`src/rtl/parity_gen_check.sv`:
```
// parity_gen_check
//   Pipelined parity generator/checker for DATA_W-bit words. A word accepted
//   over the in_valid/in_ready handshake is registered into a one-deep output
//   stage. The output stage holds the word, its generated parity bit and an
//   optional check result. A saturating error counter and a sticky error flag
//   track accepted mismatches.
// Ports:
//   clk, rst_n          clock, synchronous active-low reset
//   odd_mode, chk_en    per-word mode controls, sampled on accept
//   in_valid/in_ready   input handshake; in_data, in_parity = word and received parity
//   out_valid/out_ready output handshake; out_data, out_parity, out_err
//   err_cnt, sticky_err accepted-mismatch counter (saturating) and sticky flag
//   clr_err             synchronous clear of err_cnt/sticky_err
module parity_gen_check #(
  parameter int DATA_W = 8,
  parameter int CNT_W  = 8
) (
  input  logic              clk,
  input  logic              rst_n,
  input  logic              odd_mode,
  input  logic              chk_en,
  input  logic              in_valid,
  output logic              in_ready,
  input  logic [DATA_W-1:0] in_data,
  input  logic              in_parity,
  output logic              out_valid,
  input  logic              out_ready,
  output logic [DATA_W-1:0] out_data,
  output logic              out_parity,
  output logic              out_err,
  output logic [CNT_W-1:0]  err_cnt,
  output logic              sticky_err,
  input  logic              clr_err
);

  typedef struct packed {
    logic [DATA_W-1:0] data;
    logic              parity;
    logic              err;
  } word_t;

  word_t             word_d, word_q;
  logic              out_valid_d, out_valid_q;
  logic [CNT_W-1:0]  err_cnt_d, err_cnt_q;
  logic              sticky_d, sticky_q;

  logic gen, mismatch, accept, xfer;

  // Odd mode flips the even-parity bit so data+parity has an odd ones count.
  assign gen      = (^in_data) ^ odd_mode;
  assign mismatch = chk_en & (in_parity != gen);

  // Ready is combinational off the downstream ready so a draining stage can
  // refill in the same edge (no bubble). Held low during reset.
  assign in_ready = rst_n & (~out_valid_q | out_ready);
  assign accept   = in_valid & in_ready;
  assign xfer     = out_valid_q & out_ready;

  always_comb begin
    word_d      = word_q;
    out_valid_d = out_valid_q;
    if (accept) begin
      word_d      = '{data: in_data, parity: gen, err: mismatch};
      out_valid_d = 1'b1;
    end else if (xfer) begin
      // Payload holds its last value after it drains.
      out_valid_d = 1'b0;
    end
  end

  always_comb begin
    err_cnt_d = err_cnt_q;
    sticky_d  = sticky_q;
    // Clear wins over a same-cycle mismatch; that error is dropped from the
    // count and flag but still shows up on out_err.
    if (clr_err) begin
      err_cnt_d = '0;
      sticky_d  = 1'b0;
    end else if (accept && mismatch) begin
      sticky_d = 1'b1;
      if (err_cnt_q != {CNT_W{1'b1}})
        err_cnt_d = err_cnt_q + 1'b1;
    end
  end

  always_ff @(posedge clk) begin
    if (!rst_n) begin
      word_q      <= '0;
      out_valid_q <= 1'b0;
      err_cnt_q   <= '0;
      sticky_q    <= 1'b0;
    end else begin
      word_q      <= word_d;
      out_valid_q <= out_valid_d;
      err_cnt_q   <= err_cnt_d;
      sticky_q    <= sticky_d;
    end
  end

  assign out_valid  = out_valid_q;
  assign out_data   = word_q.data;
  assign out_parity = word_q.parity;
  assign out_err    = word_q.err;
  assign err_cnt    = err_cnt_q;
  assign sticky_err = sticky_q;

endmodule

```
`config.mk`:
```
export PLATFORM = sky130hd
export DESIGN_NAME = parity_gen_check
export DESIGN_NICKNAME = d
export VERILOG_FILES = /design/src/rtl/parity_gen_check.sv
export SDC_FILE = /design/constraint.sdc
export NUM_CORES = 1
export LEC_CHECK = 0
export BUFFER_PORTS_ARGS = -buffer_cell sky130_fd_sc_hd__buf_2
export CAP_MARGIN = 5
export CORE_MARGIN = 2
export CORE_UTILIZATION = 40
export DETAILED_ROUTE_END_ITERATION = 6
export GPL_TIMING_DRIVEN = 0
export PLACE_DENSITY = 0.65
export SETUP_SLACK_MARGIN = 0.1
export SYNTH_ARGS = -nofsm -noshare
export SYNTH_HDL_FRONTEND = slang
export SYNTH_SLANG_ARGS = --single-unit
```
`constraint.sdc`:
```
create_clock -name clk -period 5.2 [get_ports clk]
set_input_delay 0.52 -clock clk [delete_from_list [all_inputs] [get_ports clk]]
set_output_delay 0.52 -clock clk [all_outputs]
set_load 0.02 [all_outputs]
```
==> results of run 1 <==
[through the flow]
stage / instance area (µm²) / setup WS (ps)
finish: 1200 / 3220
global route: 1200 / 3100
CTS: 1200 / 3220
detailed placement: 1160 / 2890
global placement: 1160 / 2890
floorplan: 948 / 3210
[synth_stat cells, drive strengths merged, types with 2 or more instances]
library cell / count / share of area (%)
a21oi: 7 / 3.7
and3: 3 / 2.0
buf: 2 / 1.2
clkbuf: 3 / 1.2
dfxtp: 20 / 42
nand2: 22 / 8.7
nand3: 5 / 2.6
nand4: 2 / 1.3
nor2: 2 / 0.79
nor2b: 4 / 2.6
o21a: 3 / 2.4
o21ai: 12 / 6.3
o31ai: 4 / 3.2
or3: 2 / 1.3
or4: 4 / 3.2
xnor2: 5 / 5.4
xnor3: 2 / 4.9
xor2: 2 / 1.8
[how the worst max path moves through the flow]
stage / startpoint / slack (ps) / to
2_1_floorplan: in_data[3] / 3210 / err_cnt[4]$_SDFFE_PP0P_
3_3_place_gp: in_data[0] / 2890 / out_err$_SDFFE_PN0P_
3_5_place_dp: in_data[0] / 2890 / out_err$_SDFFE_PN0P_
4_1_cts: in_data[0] / 3220 / out_err$_SDFFE_PN0P_
5_1_grt: in_data[0] / 3100 / out_err$_SDFFE_PN0P_
6_report: in_data[0] / 3220 / out_err$_SDFFE_PN0P_
[cells by family (layout without fill, tap and decap cells)]
logic type               after synthesis  after routing  synth area share (%)
buffers and inverters                  6             46                  2.77
flip-flops                            20             20                  42.2
AO/OA/AOI/OAI                         27             27                  16.5
XOR/XNOR                               9              9                  12.1
AND/OR/NAND/NOR                       48             48                  25.1
adder cells (fa/ha/maj)                1              1                  1.32
[state kept, by name, summed over array words and instances (netlist names)]
name	flops
err_cnt	8
out_err	1
sticky_err	1
out_parity	1
out_data	8
out_valid	1
[metal layers]
metal  track usage, %  share of wire [%]  routed length (µm)  vias to the layer above
met5                0                  0                   0                        -
met4             5.13                  0                   0                        0
met3             3.43                4.5                  92                        0
met2             28.7                 52                1050                       17
met1             22.3                 44                 885                      396
li1                 -                  -                   -                      474
[worst reg2reg max path: cells and delay by family, from the launching register on]
family | cells | cell delay (ps)
compound gates | 1 | 90
buf+inv | 2 | 780
flops | 1 | 330
simple gates | 3 | 510
[power by group through the flow]
stage / Combinational, W / Sequential (W) / Clock (W)
after detailed placement: 0.0000879 / 0.000168 / 0
after global routing: 0.0000972 / 0.000166 / 0.000100
final: 0.0000874 / 0.000165 / 0.0000887
after floorplan: 0.0000519 / 0.000177 / 0
after global placement: 0.0000879 / 0.000168 / 0
after CTS: 0.0000881 / 0.000165 / 0.0000948
[area by class of cell]
class,count,area [µm²]
plain buffers,5,22.5
clock buffers,4,36.3
fillers,225,1030
inverters,1,3.75
multi-input cells,85,522
flip-flops and latches,20,400
well taps,28,35.0
repair buffers,36,180
==> results.ini, run 1 <==
[placed_design]
port_buffers = 36
dp.cells = 175
gp_congestion = 0.683
dp_hpwl_um = 1570

[cts]
holdBufCountCts = 0
clk_latency_ps = 290
ctsResizeCount = 0
cts_sinks = 20
post_cts_buffers = 0
ctsLongestPathBuffers = 2
cts_root_buffer = clkbuf_4
numCtsBuffers = 3
htree_levels = 1
cts_tree = done
cts.clk_slew.worst_paths_ps = 110

[synthesis]
ys_ff_latch = 20
synthFlopType = dfxtp_1
seq_area_frac_synth_pct = 42.2
async_flop_share_pct = 0
synth_cell_types = 29
syn_area_um2 = 948
postSynthCellCount = 111
ys_warn_count = 0
syn_area_per_cell_um2 = 8.54
synth_nets = 128
synth_edf_count = 0

[layout]
areaGrowthSynthToFinish_pct = 26.5
final_cells = 179
final_common_cell = buf_2
finalNetCount = 169
final_util_pct = 53.7
layout-drive-gt1-share_pct = 29.1
antennaDiodeCount = 0
mostFrequentLayoutCells = buf_2, nand2_1, dfxtp_1

[floorplanning]
io_pins = 37
die_y_um = 52.7
rows = 17
core_area_um2 = 2230
die_x_um = 52.7
die-area_um2 = 2780
initial_utilization_pct = 42.5

[worst_setup_path]
cp.depth = 7
crit_buf_inv = 2
reg2reg_depth = 6
worstPathArrival_ps = 2190
crit_family = XOR/XNOR gates
cp.required_ps = 5400
cp_cell_sequence = buf_2 -> xnor3_1 -> xor2_1 -> xor2_1 -> buf_4 -> nor2_1 -> o21a_1
end_kind = register
path_max_fanout = 10
crit_type = primary input to register
reg2reg_slack_ps = 3430
timing.rr.end = out_data[5]$_SDFFE_PN0P_
slowest_stage = xnor3_1
slowest_delay_ps = 430
cp-start-kind = primary input
rr_startpoint = out_valid$_SDFFE_PN0P_
crit_path_frequent_cell = xor2_1

[grt]
antenna_found_initial = 0
track_usage_pct = 17.2
grt_overflow = 0
first_global_vias = 825
grt_max_degree = 12
grt_pass1_wl_um = 3560

[routing]
ant_nets = 0
route.vias.total = 887
drt_iter0_drc = 8
wirelength_um = 2030
wl_per_cell_um = 11.3
vias_per_cell = 4.96
drtPass1Iterations = 4
drcViolationCount = 0

[worst_hold_path]
min_from = in_valid
whs_endpoint = out_valid$_SDFFE_PN0P_
hold_depth = 2
hp-class = primary input to register

[timing]
whs_ps = 440
hold_viol_final = 0
finClkSkew_ps = 4.52
slew_headroom_pct = 70.2
tightestPinTransition_ps = 447
period_minus_slack_ps = 1980
finalSetupViolCount = 0
period_share_pct = 38.2
rsz0062_at_grt = false
max_clock_freq_mhz = 504
setup_tns_ps = 0
maxSlewViolCount = 0

[power_and_ir_drop]
p_clk_share_pct = 26.0
cellPowerDensity_nw_per_um2 = 284
comb_power_share_pct = 25.7
power_switching_w = 0.000102
p_leak_nw = 0.526
intPower_w = 0.000239
sw_frac_of_total_pct = 29.8
total_power_w = 0.000341
power_frac_seq_pct = 48.3
peakVddDrop_mv = 0.183

[outcome]
run_status = complete, no violations

[run]
cap_violations = 0

No activity file was read; power rests on OpenSTA's default activity.
==> inputs of run 2 (changes only) <==
PLACE_DENSITY = 0.67   (was 0.65)
clock period = 1.8 ns   (was 5.2 ns; I/O delays follow)
==> results.ini, run 2 (synthesized netlist as in run 1, its figures left out) <==
[routing]
met1_length_um = 959  ; +8.4%
drt_iter0_drc = 10  ; +2
highest_layer = met4
drtPass1Iterations = 4  ; unchanged
wl_per_cell_um = 11.7  ; +3.3%
ant_nets = 0  ; unchanged
drcViolationCount = 0  ; unchanged
wirelength_um = 2130  ; +5.0%
dr_wl_met3_um = 91  ; -1.1%
vias_per_cell = 5.14  ; +3.7%
route.vias.total = 935  ; +5.4%
dr_wl_met2_um = 1060  ; +0.95%

[cts]
numCtsBuffers = 3  ; unchanged
cts.clk_slew.worst_paths_ps = 120  ; about the same
cts_tree = done
htree_levels = 1  ; unchanged
ctsLongestPathBuffers = 2  ; unchanged
cts_root_buffer = clkbuf_4
cts_sinks = 20  ; unchanged
holdBufCountCts = 0  ; unchanged
clk_latency_ps = 290  ; about the same

[worst_setup_path]
crit_path_end = err_cnt[4]$_SDFFE_PP0P_
crit_buf_inv = 0  ; -2
startpoint = err_cnt[0]$_SDFFE_PP0P_
path_max_fanout = 7  ; -3
reg2reg_depth = 6  ; unchanged
reg2reg_slack_ps = 160  ; -3270 ps
crit_family = simple AND/OR/NAND/NOR gates
end_kind = register
rr_startpoint = err_cnt[0]$_SDFFE_PP0P_
cp-start-kind = register
slowest_stage = or4_1
cp.required_ps = 2020  ; -3380 ps
worstPathArrival_ps = 1860  ; -330 ps
slowest_delay_ps = 520  ; +90 ps
cp_cell_sequence = ha_2 -> nand3_1 -> or2_4 -> nand3_2 -> or4_1 -> a21oi_1
timing.rr.end = err_cnt[4]$_SDFFE_PP0P_
crit_type = register to register
cp.depth = 6  ; -1

[floorplanning]
die-area_um2 = 2780  ; unchanged
die_x_um = 52.7  ; unchanged
core_area_um2 = 2230  ; unchanged
die_y_um = 52.7  ; unchanged
rows = 17  ; unchanged
io_pins = 37  ; unchanged
initial_utilization_pct = 42.5  ; unchanged

[power_and_ir_drop]
peakVddDrop_mv = 0.528  ; +190%
intPower_w = 0.000797  ; +230%
power_frac_seq_pct = 43.4  ; -4.9 points
sw_frac_of_total_pct = 27.2  ; -2.7 points
total_power_w = 0.00109  ; +220%
p_leak_nw = 0.555  ; +5.5%
cellPowerDensity_nw_per_um2 = 861  ; +200%
comb_power_share_pct = 24.1  ; -1.6 points
p_clk_share_pct = 32.5  ; +6.5 points
power_switching_w = 0.000297  ; +190%

[grt]
antenna_found_initial = 0  ; unchanged
grt_pass1_wl_um = 3500  ; -1.7%
first_global_vias = 806  ; -2.3%
grt_max_degree = 13  ; +1
track_usage_pct = 17.0  ; -0.26 points
grt_overflow = 0  ; unchanged

[timing]
max_clock_freq_mhz = 611
maxSlewViolCount = 0  ; unchanged
layout_setup_ws_ps = 164  ; -3050 ps
hold_viol_final = 0  ; unchanged
rsz0062_at_grt = true
finalSetupViolCount = 0  ; unchanged
period_share_pct = 90.9
tightestPinTransition_ps = 435  ; -11.7 ps
period_minus_slack_ps = 1640
finClkSkew_ps = 10.5  ; +6.02 ps
slew_headroom_pct = 71.0  ; +0.78 points
whs_ps = 105  ; -335 ps

[worst_hold_path]
min_from = in_data[0]
hp-class = primary input to register

[layout]
antennaDiodeCount = 0  ; unchanged
mostFrequentLayoutCells = buf_2, nand2_1, dfxtp_1
final_common_cell = buf_2
finalNetCount = 172  ; +1.8%
final_util_pct = 56.9  ; +3.2 points
areaGrowthSynthToFinish_pct = 34.0
layout-drive-gt1-share_pct = 37.0  ; +7.9 points

[placed_design]
dp_hpwl_um = 1640  ; +4.4%
place_ws_ps = -172  ; -3060 ps
port_buffers = 36  ; unchanged
gp_congestion = 0.749  ; +9.6%

[outcome]
run_status = complete, no violations

[run]
cap_violations = 0  ; unchanged

run 2: cell types whose count changed in the layout (fill, tap and decap cells not counted), sizes merged:
cell    change
clkbuf      -1
buf         +3
bufinv      +1
run 2: per-layer routing:
layer  global-route usage, %  up-vias
met5                       0        -
met3                    2.57        2
met1                    22.0      433
li1                        -      478
met2                    27.5       22
met4                    7.69        0
run 2: final cells by class:
type | count | area (µm²)
Fill cell | 220 | 962
Multi-Input combinational cell | 85 | 549
Sequential cell | 20 | 403
Timing Repair Buffer | 39 | 203
Tap cell | 28 | 35.0
Clock inverter | 1 | 30.0
Buffer | 5 | 25.0
Clock buffer | 3 | 22.5
Inverter | 1 | 3.75
run 2: worst min-delay path by stage:
| stage | endpoint | slack (ps) | cells past startpoint |
|---|---|---|---|
| floorplan | out_data[0]$_SDFFE_PN0P_ | 290 | 2 |
| global placement | out_data[0]$_SDFFE_PN0P_ | 410 | 3 |
| detailed placement | out_data[0]$_SDFFE_PN0P_ | 420 | 3 |
| CTS | out_data[0]$_SDFFE_PN0P_ | 100 | 3 |
| global route | out_valid$_SDFFE_PN0P_ | 90 | 2 |
| finish | out_data[0]$_SDFFE_PN0P_ | 110 | 3 |
run 2: stage by stage:
stage	TNS (ps)	instances	area, µm²
2_1_floorplan	0	111	948
3_3_place_gp	-992	175	1160
3_5_place_dp	-1020	175	1160
4_1_cts	0	181	1240
5_1_grt	0	182	1270
6_report	0	182	1270
run 2: worst register-to-register path: cells and delay by family, from the launching register on:
family,cells,cell delay (ps)
and+or+nand+nor,4,870
AOI/OAI and AO/OA,1,150
adders and majority gates,1,210
DFF,1,350
run 2: power groups by stage:
stage | combinational [W] | sequential [W] | clock, W
floorplan | 0.000150 | 0.000512 | 0
global placement | 0.000254 | 0.000484 | 0
detailed placement | 0.000255 | 0.000485 | 0
CTS | 0.000257 | 0.000476 | 0.000369
global route | 0.000290 | 0.000478 | 0.000390
finish | 0.000263 | 0.000475 | 0.000356
run 2: repair_timing:
action | in CTS | in global routing
setup endpoints to repair | 16 | 17
buffers inserted | 2 | 1
resized for setup | 3 | 9
pin swaps | 1 | 3
==> inputs of run 3 (changes only) <==
BUFFER_PORTS_ARGS = -buffer_cell sky130_fd_sc_hd__clkbuf_2   (was -buffer_cell sky130_fd_sc_hd__buf_2)
==> results.ini, run 3 (synthesized netlist as in run 1, its figures left out) <==
[outcome]
run_status = complete, no violations

[routing]
vias_per_cell = 5.12  ; -0.33%
ant_nets = 0  ; unchanged
wl_per_cell_um = 12.2  ; +3.9%
drtPass1Iterations = 4  ; unchanged
route.vias.total = 937  ; +0.21%
drt_iter0_drc = 22  ; +12
drcViolationCount = 0  ; unchanged
wirelength_um = 2220  ; +4.5%

[floorplanning]
die-area_um2 = 2780  ; unchanged
io_pins = 37  ; unchanged
die_x_um = 52.7  ; unchanged
rows = 17  ; unchanged
core_area_um2 = 2230  ; unchanged
die_y_um = 52.7  ; unchanged
initial_utilization_pct = 42.5  ; unchanged

[placed_design]
port_buffers = 36  ; unchanged
dp_hpwl_um = 1630  ; -0.20%
placed_cell_area_um2 = 1160  ; unchanged
gp_congestion = 0.749  ; about the same

[grt]
grt_max_degree = 13  ; unchanged
grt_overflow = 0  ; unchanged
first_global_vias = 892  ; +11%
antenna_found_initial = 0  ; unchanged
track_usage_pct = 18.0  ; +1.0 points
grt_pass1_wl_um = 3730  ; +6.7%

[layout]
antennaDiodeCount = 0  ; unchanged
finalNetCount = 173  ; +0.58%
fillers = 208  ; -5.5%
areaGrowthSynthToFinish_pct = 35.8
design_area_um2 = 1290  ; +1.3%
mostFrequentLayoutCells = clkbuf_2, nand2_1, dfxtp_1
layout-drive-gt1-share_pct = 36.8  ; -0.24 points
final_common_cell = clkbuf_2

[timing]
max_clock_freq_mhz = 606  ; -0.81%
period_share_pct = 91.6  ; +0.75 points
period_minus_slack_ps = 1650  ; +13.4 ps
rsz0062_at_grt = true
hold_viol_final = 0  ; unchanged
finClkSkew_ps = 12.2  ; +1.69 ps
slew_headroom_pct = 72.0  ; +0.98 points
maxSlewViolCount = 0  ; unchanged
tightestPinTransition_ps = 421  ; -14.7 ps
finalSetupViolCount = 0  ; unchanged

[worst_setup_path]
slowest_stage = dfxtp_4
worstPathArrival_ps = 1900  ; +40 ps
cp_cell_sequence = ha_4 -> nand3_1 -> or2_4 -> nand4_1 -> buf_4 -> or3_1 -> a21oi_2
slowest_delay_ps = 380  ; -140 ps
reg2reg_depth = 7  ; +1
rr_startpoint = err_cnt[0]$_SDFFE_PP0P_
crit_type = register to register
crit_family = simple AND/OR/NAND/NOR gates
end_kind = register
crit_buf_inv = 1  ; +1
cp-start-kind = register
cp.required_ps = 2050  ; +30 ps
path_max_fanout = 5  ; -2
timing.rr.end = err_cnt[3]$_SDFFE_PP0P_
reg2reg_slack_ps = 150  ; about the same

[power_and_ir_drop]
p_leak_nw = 0.548  ; -1.3%
power_switching_w = 0.000309  ; +4.0%
comb_power_share_pct = 24.0  ; about the same
intPower_w = 0.000797  ; about the same
power_frac_seq_pct = 43.0  ; -0.4 points
peakVddDrop_mv = 0.580  ; +9.8%
total_power_w = 0.00111  ; +1.1%
cellPowerDensity_nw_per_um2 = 859  ; -0.19%
p_clk_share_pct = 33.0  ; +0.5 points
sw_frac_of_total_pct = 27.9  ; +0.78 points

[worst_hold_path]
hp-class = primary input to register
hold_depth = 3  ; unchanged
whs_endpoint = out_data[0]$_SDFFE_PN0P_
min_from = in_data[0]

[cts]
cts_sinks = 20  ; unchanged
cts.clk_slew.worst_paths_ps = 120  ; about the same
ctsLongestPathBuffers = 2  ; unchanged
cts_root_buffer = clkbuf_4
holdBufCountCts = 0  ; unchanged
numCtsBuffers = 3  ; unchanged
htree_levels = 1  ; unchanged
clk_latency_ps = 300  ; about the same
cts_tree = done

[run]
cap_violations = 0  ; unchanged

-- run 3: cell types whose count changed in the layout (fill, tap and decap cells not counted), sizes merged --
| cell | delta |
|---|---|
| buf | -35 |
| clkbuf | +36 |
-- run 3: layer usage --
metal  share of wire [%]  vias to the layer above  global-route usage [%]
li1                    -                      477                       -
met1                  44                      431                    22.3
met2                  51                       27                    30.0
met3                 4.3                        2                    2.86
met4                0.76                        0                    8.55
met5                   0                        -                       0
-- run 3: power groups by stage --
stage	registers (W)	logic, W	clock network [W]
finish	0.000475	0.000266	0.000365
global route	0.000479	0.000292	0.000392
CTS	0.000476	0.000257	0.000375
detailed placement	0.000486	0.000253	0
global placement	0.000485	0.000253	0
floorplan	0.000512	0.000150	0
-- run 3: cell type report --
class	count	area, µm²	share of cell area [%]
flip-flops and latches	20	405	31.5
clock inverters	1	30.0	2.33
repair buffers	40	210	16.3
plain buffers	5	25.0	1.94
inverters	1	3.75	0.292
clock buffers	3	22.5	1.75
well taps	28	35.0	2.72
multi-input cells	85	556	43.1
-- run 3: worst max path at each step --
| stage | from | to | slack, ps | cells after the start |
|---|---|---|---|---|
| after floorplan | err_cnt[0]$_SDFFE_PP0P_ | err_cnt[4]$_SDFFE_PP0P_ | 110 | 6 |
| after global placement | in_data[0] | out_err$_SDFFE_PN0P_ | -170 | 7 |
| after detailed placement | in_data[0] | out_err$_SDFFE_PN0P_ | -140 | 7 |
| after CTS | err_cnt[0]$_SDFFE_PP0P_ | err_cnt[4]$_SDFFE_PP0P_ | 100 | 6 |
| final | err_cnt[0]$_SDFFE_PP0P_ | err_cnt[3]$_SDFFE_PP0P_ | 150 | 7 |
| after global routing | out_valid$_SDFFE_PN0P_ | err_cnt[7]$_SDFFE_PP0P_ | 70 | 5 |
-- run 3: through the flow --
step | setup TNS, ps | setup slack (ps) | util, % | instances | hold WS, ps
floorplan | 0 | 110 | - | 111 | 295
global placement | -901 | -170 | 52.1 | 175 | 407
detailed placement | -668 | -142 | 52.1 | 175 | 408
CTS | 0 | 102 | 55.5 | 181 | 81.2
global route | 0 | 65.8 | 57.6 | 183 | 73.8
finish | 0 | 150 | 57.6 | 183 | 91.1
-- run 3: worst reg2reg max path, delay by kind of cell, from the launching register on --
family / cells / cell delay (ps)
AND/OR/NAND/NOR: 4 / 720
flip-flops: 1 / 380
buffers and inverters: 1 / 190
adder cells (fa/ha/maj): 1 / 170
AO/OA/AOI/OAI: 1 / 140
-- run 3: repair_timing --
action	4_1_cts	5_1_grt
setup endpoints to repair	15	16
pin swaps	1	2
resized for setup	3	10
setup buffers	2	2
hold endpoints to repair	0	0
